===== config.mk =====
export PLATFORM = sky130hd
export DESIGN_NAME = mask_centroid
export DESIGN_NICKNAME = d
export VERILOG_FILES = /design/src/rtl/mask_centroid.sv
export SDC_FILE = /design/constraint.sdc
export NUM_CORES = 1
export LEC_CHECK = 0
export BUFFER_PORTS_ARGS = -buffer_cell sky130_fd_sc_hd__clkbuf_2
export CAP_MARGIN = 20
export CORE_MARGIN = 2
export CORE_UTILIZATION = 65
export CTS_BUF_LIST = sky130_fd_sc_hd__clkbuf_4
export CTS_CLUSTER_DIAMETER = 80
export DETAILED_ROUTE_END_ITERATION = 7
export HOLD_SLACK_MARGIN = 0.1
export PLACE_DENSITY = 0.8
export SYNTH_ARGS = -nofsm -noshare
export SYNTH_HDL_FRONTEND = slang
export SYNTH_SLANG_ARGS = --single-unit

===== constraint.sdc =====
create_clock -name clk -period 3.5 [get_ports clk]
set_input_delay 0.7 -clock clk [delete_from_list [all_inputs] [get_ports clk]]
set_output_delay 0.7 -clock clk [all_outputs]
set_load 0.01 [all_outputs]

===== src/rtl/mask_centroid.sv =====
// mask_centroid: accumulates the masked-pixel count and the x/y coordinate sums
// over a frame. At frame end it divides each sum by the count with two parallel
// restoring dividers and reports the centroid.
//
// Optional feature: define MASK_CENTROID_BBOX_EN to add per-frame bounding-box
// outputs (bbox_xmin/xmax, bbox_ymin/ymax).
//
// Ports:
//   clk, rst_n        clock, asynchronous active-low reset
//   valid_in, mask_in pixel valid and mask bit for this pixel
//   x_in, y_in        coordinates of this pixel
//   frame_done        pulse marking the last pixel of a frame
//   busy              dividers running
//   valid_out         single-cycle pulse when the results update
//   x_out, y_out      centroid (floored mean)
//   count_out, empty  masked-pixel count of the reported frame, zero-count flag
//   overrun           sticky; frame_done arrived while a result was pending
module mask_centroid #(
   parameter int unsigned H_BITS   = 11,
   parameter int unsigned V_BITS   = 10,
   parameter int unsigned CNT_BITS = 21,
   parameter int unsigned SUM_BITS = 32
) (
   input  logic                clk,
   input  logic                rst_n,
   input  logic                valid_in,
   input  logic                mask_in,
   input  logic [H_BITS-1:0]   x_in,
   input  logic [V_BITS-1:0]   y_in,
   input  logic                frame_done,
`ifdef MASK_CENTROID_BBOX_EN
   output logic [H_BITS-1:0]   bbox_xmin,
   output logic [H_BITS-1:0]   bbox_xmax,
   output logic [V_BITS-1:0]   bbox_ymin,
   output logic [V_BITS-1:0]   bbox_ymax,
`endif
   output logic                busy,
   output logic                valid_out,
   output logic [H_BITS-1:0]   x_out,
   output logic [V_BITS-1:0]   y_out,
   output logic [CNT_BITS-1:0] count_out,
   output logic                empty,
   output logic                overrun
);

   localparam int unsigned REM_W  = SUM_BITS + 1;
   localparam int unsigned STEP_W = $clog2(SUM_BITS);
   localparam logic [STEP_W-1:0] LAST_STEP = STEP_W'(SUM_BITS - 1);

   typedef enum logic [1:0] {S_IDLE, S_DIV, S_DONE} state_e;

   state_e              state_q, state_d;
   logic [STEP_W-1:0]   step_q, step_d;
   logic [CNT_BITS-1:0] acc_cnt_q, acc_cnt_d, div_q, div_d;
   logic [SUM_BITS-1:0] acc_sx_q, acc_sx_d, acc_sy_q, acc_sy_d;
   logic [SUM_BITS-1:0] quo_x_q, quo_x_d, quo_y_q, quo_y_d;
   logic [REM_W-1:0]    rem_x_q, rem_x_d, rem_y_q, rem_y_d;
   logic                busy_q, busy_d, valid_q, valid_d, empty_q, empty_d;
   logic                overrun_q, overrun_d;
   logic [H_BITS-1:0]   x_q, x_d;
   logic [V_BITS-1:0]   y_q, y_d;
   logic [CNT_BITS-1:0] count_q, count_d;

   // Accumulator values with the current pixel folded in (saturating)
   logic                pix_hit;
   logic [CNT_BITS-1:0] cnt_inc;
   logic [REM_W-1:0]    sx_wide, sy_wide;
   logic [SUM_BITS-1:0] sx_inc, sy_inc;

`ifdef MASK_CENTROID_BBOX_EN
   logic [H_BITS-1:0] trk_xmin_q, trk_xmin_d, trk_xmax_q, trk_xmax_d;
   logic [V_BITS-1:0] trk_ymin_q, trk_ymin_d, trk_ymax_q, trk_ymax_d;
   logic [H_BITS-1:0] snp_xmin_q, snp_xmin_d, snp_xmax_q, snp_xmax_d;
   logic [V_BITS-1:0] snp_ymin_q, snp_ymin_d, snp_ymax_q, snp_ymax_d;
   logic [H_BITS-1:0] bxmin_q, bxmin_d, bxmax_q, bxmax_d;
   logic [V_BITS-1:0] bymin_q, bymin_d, bymax_q, bymax_d;
   logic [H_BITS-1:0] xmin_inc, xmax_inc;
   logic [V_BITS-1:0] ymin_inc, ymax_inc;
`endif

   // One restoring-division step: returns {remainder, shifted dividend/quotient}
   function automatic logic [REM_W+SUM_BITS-1:0] div_step(
      input logic [REM_W-1:0]    rem,
      input logic [SUM_BITS-1:0] quo,
      input logic [CNT_BITS-1:0] d
   );
      logic [REM_W-1:0] sh;
      logic [REM_W-1:0] dw;
      sh = {rem[SUM_BITS-1:0], quo[SUM_BITS-1]};
      dw = REM_W'(d);
      if (sh >= dw) return {sh - dw, quo[SUM_BITS-2:0], 1'b1};
      else          return {sh, quo[SUM_BITS-2:0], 1'b0};
   endfunction

   // Accumulator increment for the pixel presented this cycle
   always_comb begin
      pix_hit = valid_in & mask_in;
      cnt_inc = acc_cnt_q;
      if (pix_hit && (acc_cnt_q != '1)) cnt_inc = acc_cnt_q + CNT_BITS'(1);
      sx_wide = {1'b0, acc_sx_q} + REM_W'(x_in);
      sy_wide = {1'b0, acc_sy_q} + REM_W'(y_in);
      sx_inc  = acc_sx_q;
      sy_inc  = acc_sy_q;
      if (pix_hit) begin
         sx_inc = sx_wide[SUM_BITS] ? '1 : sx_wide[SUM_BITS-1:0];
         sy_inc = sy_wide[SUM_BITS] ? '1 : sy_wide[SUM_BITS-1:0];
      end
`ifdef MASK_CENTROID_BBOX_EN
      xmin_inc = trk_xmin_q;
      xmax_inc = trk_xmax_q;
      ymin_inc = trk_ymin_q;
      ymax_inc = trk_ymax_q;
      if (pix_hit) begin
         if (x_in < trk_xmin_q) xmin_inc = x_in;
         if (x_in > trk_xmax_q) xmax_inc = x_in;
         if (y_in < trk_ymin_q) ymin_inc = y_in;
         if (y_in > trk_ymax_q) ymax_inc = y_in;
      end
`endif
   end

   // Next-state, accumulator, divider and output logic
   always_comb begin
      state_d   = state_q;
      step_d    = step_q;
      div_d     = div_q;
      quo_x_d   = quo_x_q;
      quo_y_d   = quo_y_q;
      rem_x_d   = rem_x_q;
      rem_y_d   = rem_y_q;
      valid_d   = 1'b0;
      empty_d   = empty_q;
      overrun_d = overrun_q;
      x_d       = x_q;
      y_d       = y_q;
      count_d   = count_q;
      acc_cnt_d = cnt_inc;
      acc_sx_d  = sx_inc;
      acc_sy_d  = sy_inc;
`ifdef MASK_CENTROID_BBOX_EN
      trk_xmin_d = xmin_inc;
      trk_xmax_d = xmax_inc;
      trk_ymin_d = ymin_inc;
      trk_ymax_d = ymax_inc;
      snp_xmin_d = snp_xmin_q;
      snp_xmax_d = snp_xmax_q;
      snp_ymin_d = snp_ymin_q;
      snp_ymax_d = snp_ymax_q;
      bxmin_d    = bxmin_q;
      bxmax_d    = bxmax_q;
      bymin_d    = bymin_q;
      bymax_d    = bymax_q;
`endif

      // Frame end always clears the accumulators, whatever the FSM does
      if (frame_done) begin
         acc_cnt_d = '0;
         acc_sx_d  = '0;
         acc_sy_d  = '0;
`ifdef MASK_CENTROID_BBOX_EN
         trk_xmin_d = '1;
         trk_xmax_d = '0;
         trk_ymin_d = '1;
         trk_ymax_d = '0;
`endif
      end

      case (state_q)
         S_IDLE: begin
            if (frame_done) begin
               div_d   = cnt_inc;
               quo_x_d = sx_inc;
               quo_y_d = sy_inc;
               rem_x_d = '0;
               rem_y_d = '0;
               step_d  = '0;
`ifdef MASK_CENTROID_BBOX_EN
               snp_xmin_d = xmin_inc;
               snp_xmax_d = xmax_inc;
               snp_ymin_d = ymin_inc;
               snp_ymax_d = ymax_inc;
`endif
               state_d = (cnt_inc == '0) ? S_DONE : S_DIV;
            end
         end
         S_DIV: begin
            {rem_x_d, quo_x_d} = div_step(rem_x_q, quo_x_q, div_q);
            {rem_y_d, quo_y_d} = div_step(rem_y_q, quo_y_q, div_q);
            step_d = step_q + STEP_W'(1);
            if (step_q == LAST_STEP) state_d = S_DONE;
            if (frame_done) overrun_d = 1'b1;
         end
         S_DONE: begin
            valid_d = 1'b1;
            count_d = div_q;
            empty_d = (div_q == '0);
            // Mean never exceeds the largest coordinate, so truncation is lossless
            if (div_q != '0) begin
               x_d = H_BITS'(quo_x_q);
               y_d = V_BITS'(quo_y_q);
            end
`ifdef MASK_CENTROID_BBOX_EN
            bxmin_d = snp_xmin_q;
            bxmax_d = snp_xmax_q;
            bymin_d = snp_ymin_q;
            bymax_d = snp_ymax_q;
`endif
            if (frame_done) overrun_d = 1'b1;
            state_d = S_IDLE;
         end
         default: state_d = S_IDLE;
      endcase

      busy_d = (state_d == S_DIV);
   end

   // State and datapath registers
   always_ff @(posedge clk or negedge rst_n) begin
      if (!rst_n) begin
         state_q   <= S_IDLE;
         step_q    <= '0;
         div_q     <= '0;
         quo_x_q   <= '0;
         quo_y_q   <= '0;
         rem_x_q   <= '0;
         rem_y_q   <= '0;
         acc_cnt_q <= '0;
         acc_sx_q  <= '0;
         acc_sy_q  <= '0;
         busy_q    <= 1'b0;
         valid_q   <= 1'b0;
         empty_q   <= 1'b0;
         overrun_q <= 1'b0;
         x_q       <= '0;
         y_q       <= '0;
         count_q   <= '0;
`ifdef MASK_CENTROID_BBOX_EN
         // Trackers start at their neutral values so the first frame is correct
         trk_xmin_q <= '1;
         trk_xmax_q <= '0;
         trk_ymin_q <= '1;
         trk_ymax_q <= '0;
         snp_xmin_q <= '0;
         snp_xmax_q <= '0;
         snp_ymin_q <= '0;
         snp_ymax_q <= '0;
         bxmin_q    <= '0;
         bxmax_q    <= '0;
         bymin_q    <= '0;
         bymax_q    <= '0;
`endif
      end else begin
         state_q   <= state_d;
         step_q    <= step_d;
         div_q     <= div_d;
         quo_x_q   <= quo_x_d;
         quo_y_q   <= quo_y_d;
         rem_x_q   <= rem_x_d;
         rem_y_q   <= rem_y_d;
         acc_cnt_q <= acc_cnt_d;
         acc_sx_q  <= acc_sx_d;
         acc_sy_q  <= acc_sy_d;
         busy_q    <= busy_d;
         valid_q   <= valid_d;
         empty_q   <= empty_d;
         overrun_q <= overrun_d;
         x_q       <= x_d;
         y_q       <= y_d;
         count_q   <= count_d;
`ifdef MASK_CENTROID_BBOX_EN
         trk_xmin_q <= trk_xmin_d;
         trk_xmax_q <= trk_xmax_d;
         trk_ymin_q <= trk_ymin_d;
         trk_ymax_q <= trk_ymax_d;
         snp_xmin_q <= snp_xmin_d;
         snp_xmax_q <= snp_xmax_d;
         snp_ymin_q <= snp_ymin_d;
         snp_ymax_q <= snp_ymax_d;
         bxmin_q    <= bxmin_d;
         bxmax_q    <= bxmax_d;
         bymin_q    <= bymin_d;
         bymax_q    <= bymax_d;
`endif
      end
   end

   assign busy      = busy_q;
   assign valid_out = valid_q;
   assign x_out     = x_q;
   assign y_out     = y_q;
   assign count_out = count_q;
   assign empty     = empty_q;
   assign overrun   = overrun_q;
`ifdef MASK_CENTROID_BBOX_EN
   assign bbox_xmin = bxmin_q;
   assign bbox_xmax = bxmax_q;
   assign bbox_ymin = bymin_q;
   assign bbox_ymax = bymax_q;
`endif

endmodule


# Word level (Yosys, flattened, before mapping)
# Index checks and enable logic that the tools add are counted.
# totals
ff_bits,287
latch_bits,0
mem_bits_rw,0
rom_bits,0
input_bits,26
elab_cells,67
mem_count,0
# op_classes
add_sub_neg,6
n_mul,0
div,0
magnitude_cmp,2
n_eq_ne,6
shift,0
n_mux,24
n_bitwise,1
reduce_logical,11
# op_table
operator,n
$mux W32,9
$pmux W32 S2,4
$mux W64,2
$ge A33 B21 Y1,2
$sub A32 B21 Y32,2
$logic_not A21 Y1,2
$mux W21,2
$add A32 B10 Y33,1
$add A32 B11 Y33,1
$add A21 B1 Y21 const B,1
$ne A21 B21 Y1 const B,1
$reduce_bool A21 Y1,1
$pmux W5 S2,1
$reduce_and A2 Y1,4
$mux W2,3
$add A5 B1 Y5 const B,1
$eq A5 B5 Y1 const B,1
$mux W5,1
$eq A2 B1 Y1 const B,2
$pmux W2 S2,1
$eq A2 B2 Y1 const B,1
$logic_not A2 Y1,1
$ne A2 B2 Y1 const B,1
$reduce_bool A2 Y1,1
other kinds (4),4

# Depth between registers and ports, before layout
# Gate-level depths: netlist of the first run.
# logic_depth
ltp_word,8
depth_mapped,13

# Worst setup path before layout of the first run
# Ideal clock, no wire load.
# synth_timing
path_type,input -> register
from,in y_in[0]
to,reg quo_y_q[20]
t_arrival_ps,3083
t_required_ps,3367
setup_slack_ps,284
stages,10
n_path_buf,1
cell_sequence,ha_1 fa_1 a21o_1 a41oi_1 nand3_1 a41oi_1 nor3_1 nor2_1 clkbuf_1 a21oi_1
# synth_via
elab_chain_cells,5
# synth_rtl
element,line,rtl
start: declaration,29,"input logic [V_BITS-1:0] y_in,"
$add A32 B10 Y33,101,"sy_wide = {1'b0, acc_sy_q} + REM_W'(y_in);"
$mux W32,106,sy_inc = sy_wide[SUM_BITS] ? '1 : sy_wide[SUM_BITS-1:0];
$mux W32,104,if (pix_hit) begin
$mux W32,170,if (frame_done) begin
$pmux W32 S2,168,case (state_q)
end signal: assignment,257,quo_y_q <= quo_y_d;
end: declaration,56,"logic [SUM_BITS-1:0] quo_x_q, quo_x_d, quo_y_q, quo_y_d;"
# Every way passes these cells. The select of a mux whose other input is x is not followed.
# A chain may end at the register's enable or synchronous reset.

# Worst setup path after layout of the first run
# layout_timing
from,reg acc_cnt_q[0]
to,reg state_q[0]
# layout_via
elab_chain_cells,7
word_cells_on_any_way,8
classes_between,1 x add/sub; 1 x eq/ne; 4 x mux; 2 x reduce/logical
# layout_rtl
element,line,rtl
start: declaration,54,"logic [CNT_BITS-1:0] acc_cnt_q, acc_cnt_d, div_q, div_d;"
start signal: assignment,260,acc_cnt_q <= acc_cnt_d;
"parallel branches: the longest is 2 deep, another holds $add A21 B1 Y21",--,
$mux W21 *,99,if (pix_hit && (acc_cnt_q != '1)) cnt_inc = acc_cnt_q + CNT_BITS'(1);
$logic_not A21 Y1 *,183,state_d = (cnt_inc == '0) ? S_DONE : S_DIV;
$mux W2 *,183,
$mux W2 *,170,
$pmux W2 S2 *,168,
named net state_d[0],52,"state_e state_q, state_d;"
end signal: assignment,253,state_q <= state_d;
end: declaration,52,
# Mark *: on every way through the listed nets, which the timed path passes.

==> impl_metrics.csv, run 1 <==
group,metric,value,unit
floorplan,die_h,168,um
min_path,min_to,"quo_y_q[28]",
setup_path,cp.required,4.06,ns
clock_tree,clkTransAtPathRegs,0.07,ns
sta,report.final.setup_viol,0,
yosys,synth_xor_xnor_area_share,0.0539,
setup_path,arrival,3.78,ns
route,drc,0,
sta,tightest_slew,0.651,ns
yosys,synthArstFlopShare,1.00,
placement,dp.cells,2327,
setup_path,end_kind,"flop",
final_layout,syn_to_final_growth,10.5,%
grt,grt_max_degree,82,
sta,fmax,310,MHz
grt,overflow,0,
setup_path,r2r-end,"state_q[0]",
min_path,hold_path_class,"input port to flop",
floorplan,dieArea,0.0283,sq mm
setup_path,r2r_start,"acc_cnt_q[0]",
grt,grt_pass1_vias,15400,
sta,hold_viol,0,
yosys,ys_warn_count,0,
min_path,hp-start,"frame_done",
placement,hpwlAfterDp,31200,um
yosys,synth_top_family_by_area,"compound AO/OA/AOI/OAI gates",
final_layout,fin_nets,2164,
yosys,syn_area,0.0175,sq mm
placement,io_buffers,71,
yosys,ys_seq_area_frac,0.410,
yosys,synth_area_leaders,"dfrtp_1 (41%), nor2_1 (5.0%), ha_1 (4.9%)",
route,drtAntennaViolNets,0,
yosys,synth_area_per_cell,8.93,sq um
grt,track_usage,0.326,
yosys,ys_ff_latch,287,
sta,setup_tns,0,ns
floorplan,rows,60,
route,drtPass1Iterations,5,
final_layout,drive_gt1_frac,0.153,
sta,timing.hold.ws,0.444,ns
final_layout,instances_no_fill,2456,
route,wl_per_cell,18.6,um
grt,antenna_found_initial,1,
power,power_density,904,mW/mm^2
power,p_leak,8.81,nW
floorplan,core,0.0267,sq mm
sta,max-slew-margin-rel,0.566,
final_layout,nFillCells,2048,
power,ir_worst_vdd,0.000492,V
yosys,synth.area.mux_share,0.0666,
yosys,synth_top_cell_by_area,"dfrtp_1",
sta,rsz0062_at_grt,"false",
sta,final.setup_skew,0.0461,ns
yosys,synthAdderAreaFrac,0.0538,
placement,place_congestion,0.907,
yosys,netlist_instances,1964,
yosys,synth.net_count,2063,
sta,period_needed,3.23,ns
route,drt-initial-drc-count,1470,
yosys,yosys.area_share.simple,0.186,
clock_tree,cts-root-buf,"clkbuf_4",
setup_path,path_max_fanout,5,
run_status,run_status,"finished, final reports clean",
clock_tree,h-tree-depth,3,
sta,fin_crit_sh,0.921,
sta,drv_slew,0,
floorplan,start_util,0.656,
setup_path,path_class,"flop to flop",
clock_tree,tritoncts,"yes",
route,dr_total_vias,15800,
yosys,synth_compound_area_frac,0.197,
route,wirelength,45700,um
setup_path,reg2regPathDepth,9,
min_path,holdPathStages,3,
clock_tree,clkLatencyLatePin,0.69,ns
yosys,synth_edf_count,0,
yosys,yosysTopAreaCellShare,0.410,
clock_tree,clockBufferDepth,3,
route,vias_per_cell,6.44,
setup_path,cp-start-kind,"flop",
yosys,yosysUniqueCellTypes,81,
grt,grt_pass1_wl,76300,um
setup_path,rrSetupSlack,0.27,ns
floorplan,io_pins,72,
job,cap_violations,0,
clock_tree,cts_buffers,76,
floorplan,dieWidth,168,um
final_layout,fin_util,0.725,
clock_tree,clock_sinks,287,
yosys,synthFlopType,"dfrtp_1",
[placed cells by master (no fill, tap or decap), types with 28 or more instances in the layout]
| master | netlist | routed |
|---|---|---|
| nor3_1 | 34 | 34 |
| nand4_1 | 35 | 35 |
| a21o_1 | 28 | 28 |
| buf_4 | 1 | 52 |
| o21ai_0 | 141 | 141 |
| mux2_2 | 53 | 53 |
| o221ai_1 | 33 | 33 |
| ha_1 | 69 | 67 |
| xnor2_1 | 52 | 52 |
| inv_1 | 43 | 43 |
| dfrtp_1 | 287 | 287 |
| xor2_1 | 56 | 56 |
| nand2_1 | 198 | 198 |
| clkbuf_4 | 0 | 107 |
| mux2i_1 | 57 | 57 |
| clkbuf_2 | 0 | 69 |
| nor2_1 | 234 | 233 |
| nand3_1 | 57 | 57 |
| a21oi_1 | 148 | 147 |
[what timing repair did]
item                       4_1_cts  5_1_grt
setup buffers                    0        0
hold endpoints to repair        77        0
setup endpoints to repair        0       13
gates resized for setup          0        2
hold buffers                     1        0
[synthesized netlist by cell type, drive strengths merged (14+ instances only)]
| library cell | count |
|---|---|
| dfrtp | 287 |
| nor2 | 234 |
| nand2 | 199 |
| a21oi | 149 |
| o21ai | 143 |
| clkbuf | 92 |
| ha | 69 |
| nand3 | 59 |
| mux2i | 57 |
| xor2 | 56 |
| mux2 | 53 |
| xnor2 | 52 |
| inv | 43 |
| nand4 | 35 |
| nor3 | 35 |
| o221ai | 33 |
| a21o | 28 |
| and2 | 25 |
| and3 | 24 |
| o22ai | 24 |
| nor4 | 18 |
| a211oi | 17 |
| a221oi | 16 |
| or3 | 16 |
| a31oi | 15 |
| o211ai | 14 |
| o31ai | 14 |
[per-layer routing]
metal / part of all wire / global-route usage / vias up / wire, um
met3: 0.058 / 0.0529 / 130 / 2650
met1: 0.42 / 0.432 / 7719 / 19300
li1: - / - / 7403 / -
met2: 0.49 / 0.539 / 575 / 22200
met4: 0.032 / 0.132 / 0 / 1470
met5: 0 / 0 / - / 0
[kinds of logic (layout without fill, tap and decap cells)]
logic type | after synthesis | count (layout)
other | 0 | 2
AO/OA/AOI/OAI | 538 | 538
multiplexers | 110 | 110
buffers and inverters | 148 | 297
flip-flops | 287 | 287
XOR/XNOR | 108 | 108
AND/OR/NAND/NOR | 700 | 700
adder cells (fa/ha/maj) | 73 | 73
[layout make-up]
class                           count  area [sq um]  area share
Multi-Input combinational cell   1529          9830       0.507
Sequential cell                   287          7180       0.371
Timing Repair Buffer              128           861      0.0444
Clock buffer                      107           803      0.0414
Tap cell                          341           427      0.0220
Inverter                           43           161     0.00833
Clock inverter                     19           113     0.00581
Antenna cell                        2          5.00    0.000258
[worst max path at each step]
| stage | from | endpoint | slack [ns] | cells past startpoint |
|---|---|---|---|---|
| global placement | x_in[0] | quo_x_q[10] | 0.24 | 12 |
| global route | div_q[4] | rem_y_q[26] | 0.06 | 12 |
| finish | acc_cnt_q[0] | state_q[0] | 0.27 | 9 |
| detailed placement | x_in[0] | quo_x_q[20] | 0.15 | 12 |
| floorplan | y_in[0] | quo_y_q[20] | 0.28 | 10 |
| CTS | div_q[16] | rem_y_q[29] | 0.31 | 11 |
[per-stage QoR]
step	setup slack [ns]	cell area (sq um)	total power, mW
finish	0.275	19400	17.5
floorplan	0.284	17500	11.9
detailed placement	0.152	18400	14.4
global route	0.0645	19400	18.9
global placement	0.235	18400	14.1
CTS	0.314	19400	17.4
[report_power, final]
| group | internal (mW) | switching [mW] |
|---|---|---|
| Clock | 1.48 | 1.43 |
| Sequential | 4.10 | 0.754 |
| Combinational | 4.12 | 5.65 |
| Total | 9.69 | 7.83 |
[sequential cells by signal (all words and copies together) (netlist names), 2 cells and up]
| name | cells |
|---|---|
| acc_cnt_q | 21 |
| x_out | 11 |
| acc_sy_q | 32 |
| count_out | 21 |
| acc_sx_q | 32 |
| quo_y_q | 32 |
| rem_x_q | 32 |
| y_out | 10 |
| state_q | 2 |
| div_q | 21 |
| step_q | 5 |
| rem_y_q | 32 |
| quo_x_q | 32 |
[critical path, stage by stage (launching register included)]
cell      delay (ns)
dfrtp_1         0.42
ha_1            0.24
and3_1          0.21
or3b_1          0.39
nor4_2          0.28
nand2b_1        0.20
mux2i_1         0.36
nand4_1         0.18
or4_4           0.55
a32o_1          0.28
(Power assumes the default switching activity.)
==> run 2: changes to the inputs <==
Settings changed: GPL_TIMING_DRIVEN from default to 0, PLACE_DENSITY 0.8 to 0.79.
==> run 2 against run 1 <==
  * Total power rose by 1.8%
  * Fmax fell by 4.5%
  * Highest routed layer unchanged
  * First-iteration DRC count is 27% higher
  * Sequential share of layout area shrank 0.087 points
  * Register-to-register slack got worse by 0.15 ns
  * Die area did not move
  * Clock power increased by 2%
  * Count of clock-buffer cells in the layout increased by 5
  * Worst hold slack better by 0.034 ns
  * Critical path depth increased by 3
  * Routed wire length rose by 12%
  * Combinational power about the same
==> impl_metrics.csv, run 2 (synthesized netlist as in run 1, its figures left out) <==
group,metric,value,unit
placement,io_buffers,70,
clock_tree,tritoncts,"yes",
power,swShare,0.466,
setup_path,crit_end,"rem_y_q[10]",
grt,antenna_found_initial,1,
final_layout,final_cell_mix,"dfrtp_1 (286), nor2_1 (232), nand2_1 (198)",
sta,rsz0062_at_grt,"false",
setup_path,r2r_start,"div_q[2]",
setup_path,cp.required,4.04,ns
sta,drv_slew,0,
floorplan,dieWidth,168,um
route,vias_per_cell,6.52,
setup_path,r2r-end,"rem_y_q[10]",
route,drt-initial-drc-count,1867,
sta,max-slew-margin-rel,0.270,
final_layout,seqCellArea,0.00718,sq mm
sta,tightest_slew,1.08,ns
sta,hold_viol,0,
placement,dp.cells,2377,
grt,track_usage,0.361,
sta,timing.hold.ws,0.478,ns
floorplan,core,0.0267,sq mm
clock_tree,cts-root-buf,"clkbuf_4",
final_layout,multi_input_area,0.00987,sq mm
route,dr_total_vias,16400,
clock_tree,clkTransAtPathRegs,0.06,ns
setup_path,rrSetupSlack,0.12,ns
run_status,run_status,"finished, final reports clean",
grt,grt_pass1_vias,16000,
setup_path,arrival,3.91,ns
floorplan,start_util,0.656,
final_layout,nFillCells,2089,
power,p_leak,8.74,nW
floorplan,rows,60,
route,drtPass1Iterations,8,
sta,final.setup_skew,0.0437,ns
setup_path,path_max_fanout,10,
clock_tree,cts_buffers,78,
clock_tree,clockBufferDepth,3,
power,p_comb_frac,0.562,
grt,grt_pass1_wl,81700,um
setup_path,path_class,"flop to flop",
route,wl_per_cell,20.4,um
route,drc,0,
sta,fmax,296,MHz
final_layout,fin_nets,2215,
final_layout,drive_gt1_frac,0.136,
placement,hpwlAfterDp,36600,um
power,power_density,918,mW/mm^2
route,drtAntennaViolNets,0,
final_layout,fin_util,0.727,
power,ir_worst_vdd,0.000355,V
sta,fin_crit_sh,0.964,
grt,grt_max_degree,117,
power,power.switching,8.31,mW
setup_path,reg2regPathDepth,12,
power,clkPwrFrac,0.166,
final_layout,syn_to_final_growth,10.8,%
floorplan,dieArea,0.0283,sq mm
setup_path,startpoint,"div_q[2]",
floorplan,io_pins,72,
final_layout,instances_no_fill,2513,
clock_tree,clkLatencyLatePin,0.72,ns
grt,overflow,0,
sta,report.final.setup_viol,0,
clock_tree,h-tree-depth,3,
setup_path,end_kind,"flop",
min_path,hold_path_class,"flop to flop",
clock_tree,clock_sinks,287,
placement,place_congestion,0.947,
job,cap_violations,0,
final_layout,final_common_cell,"dfrtp_1",
power,p_int,9.53,mW
setup_path,cp-start-kind,"flop",
route,wirelength,51300,um
sta,period_needed,3.38,ns
floorplan,die_h,168,um
power,p_seq_frac,0.272,
==> run 2: cell types whose count changed in the layout (fill, tap and decap cells not counted), sizes merged <==
cell,delta
clkbuf,+99
clkinvlp,+2
diode,-1
buf,-45
bufinv,-1
clkinv,+1
inv,+2
==> run 2: stage by stage <==
step	setup TNS, ns	setup slack [ns]	power [mW]	area [sq um]
3_5_place_dp	-27.92	-0.577	14.5	18400
3_3_place_gp	-1261.87	-4.34	14.2	18300
4_1_cts	0	0.0169	17.5	19400
6_report	0	0.125	17.8	19400
2_1_floorplan	0	0.284	11.9	17500
5_1_grt	0	0.00110	19.0	19400
==> run 2: timing repair <==
item / 4_1_cts / 5_1_grt
hold buffers: 1 / 0
endpoints found under the setup margin: 46 / 87
pin swaps: 0 / 2
resized for setup: 8 / 17
hold endpoints to repair: 73 / 0
buffers inserted: 0 / 0
==> run 2: layout make-up <==
type                            instances  area share
Timing Repair Buffer                   73      0.0218
Multi-Input combinational cell       1529       0.508
Clock inverter                         23     0.00567
Sequential cell                       287       0.370
Buffer                                104      0.0214
Clock buffer                          112      0.0433
Inverter                               43     0.00831
Tap cell                              341      0.0220
Antenna cell                            1    0.000129
==> run 2: worst max-delay path: stages (launching register included) <==
cell	delay (ns)
dfrtp_1	0.43
inv_1	0.13
ha_1	0.37
nand4_1	0.21
a21oi_1	0.27
o31ai_2	0.13
a311oi_2	0.36
o2111ai_2	0.23
clkbuf_4	0.27
nand2_2	0.21
buf_4	0.26
mux2i_1	0.25
o21ai_0	0.11
==> run 2: worst min-delay path by stage <==
stage | cells after the start | slack (ns) | startpoint | endpoint
2_1_floorplan | 0 | 0.40 | rst_n | acc_cnt_q[0]
6_report | 1 | 0.48 | empty | empty
3_3_place_gp | 2 | 0.46 | step_q[4] | step_q[4]
5_1_grt | 1 | 0.51 | empty | empty
3_5_place_dp | 1 | 0.47 | empty | empty
4_1_cts | 4 | 0.46 | mask_in | acc_cnt_q[2]
==> run 2: per-layer routing <==
metal | global-route usage | routed length (um) | vias to the layer above
met2 | 0.603 | 24100 | 835
met1 | 0.461 | 20800 | 7877
met3 | 0.0574 | 3950 | 189
li1 | - | - | 7492
met5 | 0 | 0 | -
met4 | 0.178 | 2420 | 0
==> run 2: power groups by stage <==
stage	registers, mW	clock network [mW]	logic [mW]
floorplan	4.70	0	7.18
global placement	4.83	0	9.39
detailed placement	4.87	0	9.61
CTS	4.81	3.00	9.71
global route	4.92	3.17	10.9
finish	4.85	2.97	10.0
==> run 3: changes to the inputs <==
Settings changed: SETUP_SLACK_MARGIN from default to 0.3.
==> run 3 against run 2 <==
  * First-iteration DRC count shrank 6.2%
  * Highest routed layer unchanged
  * Register-to-register slack gained 0.21 ns
  * Fmax grew 6.5%
  * Largest cell class unchanged
  * Clock power shrank 1%
  * Total power grew 3.0%
  * Clock skew grew 0.0081 ns
  * Critical endpoint is now state_q[0]
  * Sequential power is essentially flat
  * Largest power group unchanged
  * Final area grew 1.7%
  * Final cell count grew 0.72%
==> impl_metrics.csv, run 3 (synthesized netlist as in run 1, its figures left out) <==
group,metric,value,unit
run_status,run_status,"finished, final reports clean",
power,power_density,930,mW/mm^2
clock_tree,clkTransAtPathRegs,0.07,ns
sta,period_needed,3.17,ns
setup_path,critical-path-top-delay-family,"simple AND/OR/NAND/NOR gates",
route,drc,0,
sta,rsz0062_at_grt,"true",
clock_tree,cts-root-buf,"clkbuf_4",
clock_tree,clockBufferDepth,3,
route,vias_per_cell,6.56,
grt,grt_pass1_vias,16100,
final_layout,nFillCells,2038,
sta,max-slew-margin-rel,0.427,
floorplan,start_util,0.656,
sta,timing.hold.ws,0.445,ns
grt,busiest_layer,"met2",
route,wirelength,52500,um
setup_path,cp.required,4.11,ns
route,wl_per_cell,20.7,um
setup_path,path_max_fanout,6,
grt,overflow,0,
sta,setup_tns,0,ns
clock_tree,h-tree-depth,3,
setup_path,path_class,"flop to flop",
floorplan,dieArea,0.0283,sq mm
setup_path,cp-start-kind,"flop",
setup_path,end_kind,"flop",
sta,fin_crit_sh,0.905,
final_layout,instances_no_fill,2531,
grt,met1_usage,0.469,
clock_tree,clock_sinks,287,
floorplan,core,0.0267,sq mm
grt,grtUsageMet2,0.608,
floorplan,dieWidth,168,um
sta,fin_ws,0.331,ns
route,drtAntennaViolNets,0,
setup_path,rrSetupSlack,0.33,ns
grt,track_usage,0.368,
grt,grt_pass1_wl,82700,um
sta,final.setup_skew,0.0518,ns
route,drt-initial-drc-count,1752,
sta,tightest_slew,0.859,ns
final_layout,fin_nets,2232,
final_layout,final_cell_mix,"dfrtp_1 (284), nor2_1 (231), nand2_1 (195)",
placement,pre_cts_ws,-0.449,ns
final_layout,drive_gt1_frac,0.158,
min_path,hold_path_class,"input port to flop",
power,ir_worst_vdd,0.000523,V
sta,drv_slew,0,
sta,report.final.setup_viol,0,
grt,antenna_found_initial,1,
clock_tree,cts_buffers,79,
setup_path,crit_chain,"ha_4 -> and3_1 -> or3b_4 -> nor4_4 -> nand2b_1 -> clkbuf_4 -> mux2i_4 -> nand4_1 -> or4_4 -> a32o_1",
setup_path,slowest_delay,0.54,ns
placement,hpwlAfterDp,37000,um
placement,place_congestion,0.933,
clock_tree,clkLatencyLatePin,0.74,ns
final_layout,syn_to_final_growth,12.7,%
job,cap_violations,0,
power,p_leak,8.86,nW
grt,grt_max_degree,114,
power,power.total,18.4,mW
route,drtPass1Iterations,7,
floorplan,rows,60,
placement,dp.cells,2378,
grt,met3_usage,0.0588,
setup_path,arrival,3.78,ns
route,dr_total_vias,16600,
floorplan,die_h,168,um
final_layout,final_common_cell,"dfrtp_1",
placement,io_buffers,70,
sta,hold_viol,0,
floorplan,io_pins,72,
sta,fmax,316,MHz
clock_tree,tritoncts,"yes",
setup_path,cp_num_buf_inv,1,
setup_path,slowest_stage,"or4_4",
run 3: path summary, 6_finish.rpt:
check | from | endpoint | depth (start not counted)
min in group asynchronous | rst_n | count_out[13] | 2
max in group asynchronous | rst_n | quo_y_q[23] | 4
worst min register to register | overrun | overrun | 1
worst min-delay path | mask_in | acc_cnt_q[2] | 4
worst max-delay path | acc_cnt_q[1] | state_q[0] | 10
worst max register to register | acc_cnt_q[1] | state_q[0] | 10
run 3: tightest hold or removal path: stages:
cell and delay, ns:
clkbuf_2 0.10, and3_1 0.14, o22ai_1 0.10, nor2_1 0.09
run 3: stage by stage:
stage	util	instance area, sq um
2_1_floorplan	-	17500
3_3_place_gp	0.685	18300
3_5_place_dp	0.688	18400
4_1_cts	0.729	19500
5_1_grt	0.740	19800
6_report	0.740	19800
run 3: per-layer routing:
| metal | share of wire | vias to the layer above |
|---|---|---|
| met5 | 0 | - |
| met4 | 0.054 | 0 |
| met3 | 0.079 | 220 |
| met2 | 0.47 | 860 |
| met1 | 0.40 | 7976 |
| li1 | - | 7538 |
run 3: timing repair:
item,4_1_cts,5_1_grt
hold buffers,1,0
gates resized for setup,31,60
setup buffers,3,11
pin swaps,2,9
setup endpoints to repair,140,123
endpoints found under the hold margin,79,0
run 3: layout make-up:
class / instances / area, sq um / area share
Tap cell: 341 / 427 / 0.0216
Clock inverter: 25 / 109 / 0.00551
Clock buffer: 111 / 833 / 0.0422
Timing Repair Buffer: 88 / 539 / 0.0273
Multi-Input combinational cell: 1529 / 10100 / 0.509
Inverter: 43 / 161 / 0.00817
Antenna cell: 2 / 5.00 / 0.000253
Sequential cell: 287 / 7190 / 0.364
Buffer: 105 / 452 / 0.0229
run 3: power breakdown:
group / leakage (nW) / internal [mW] / switching (mW)
combinational: 4.50 / 4.27 / 6.33
sequential: 3.80 / 4.10 / 0.751
clock: 0.557 / 1.46 / 1.47
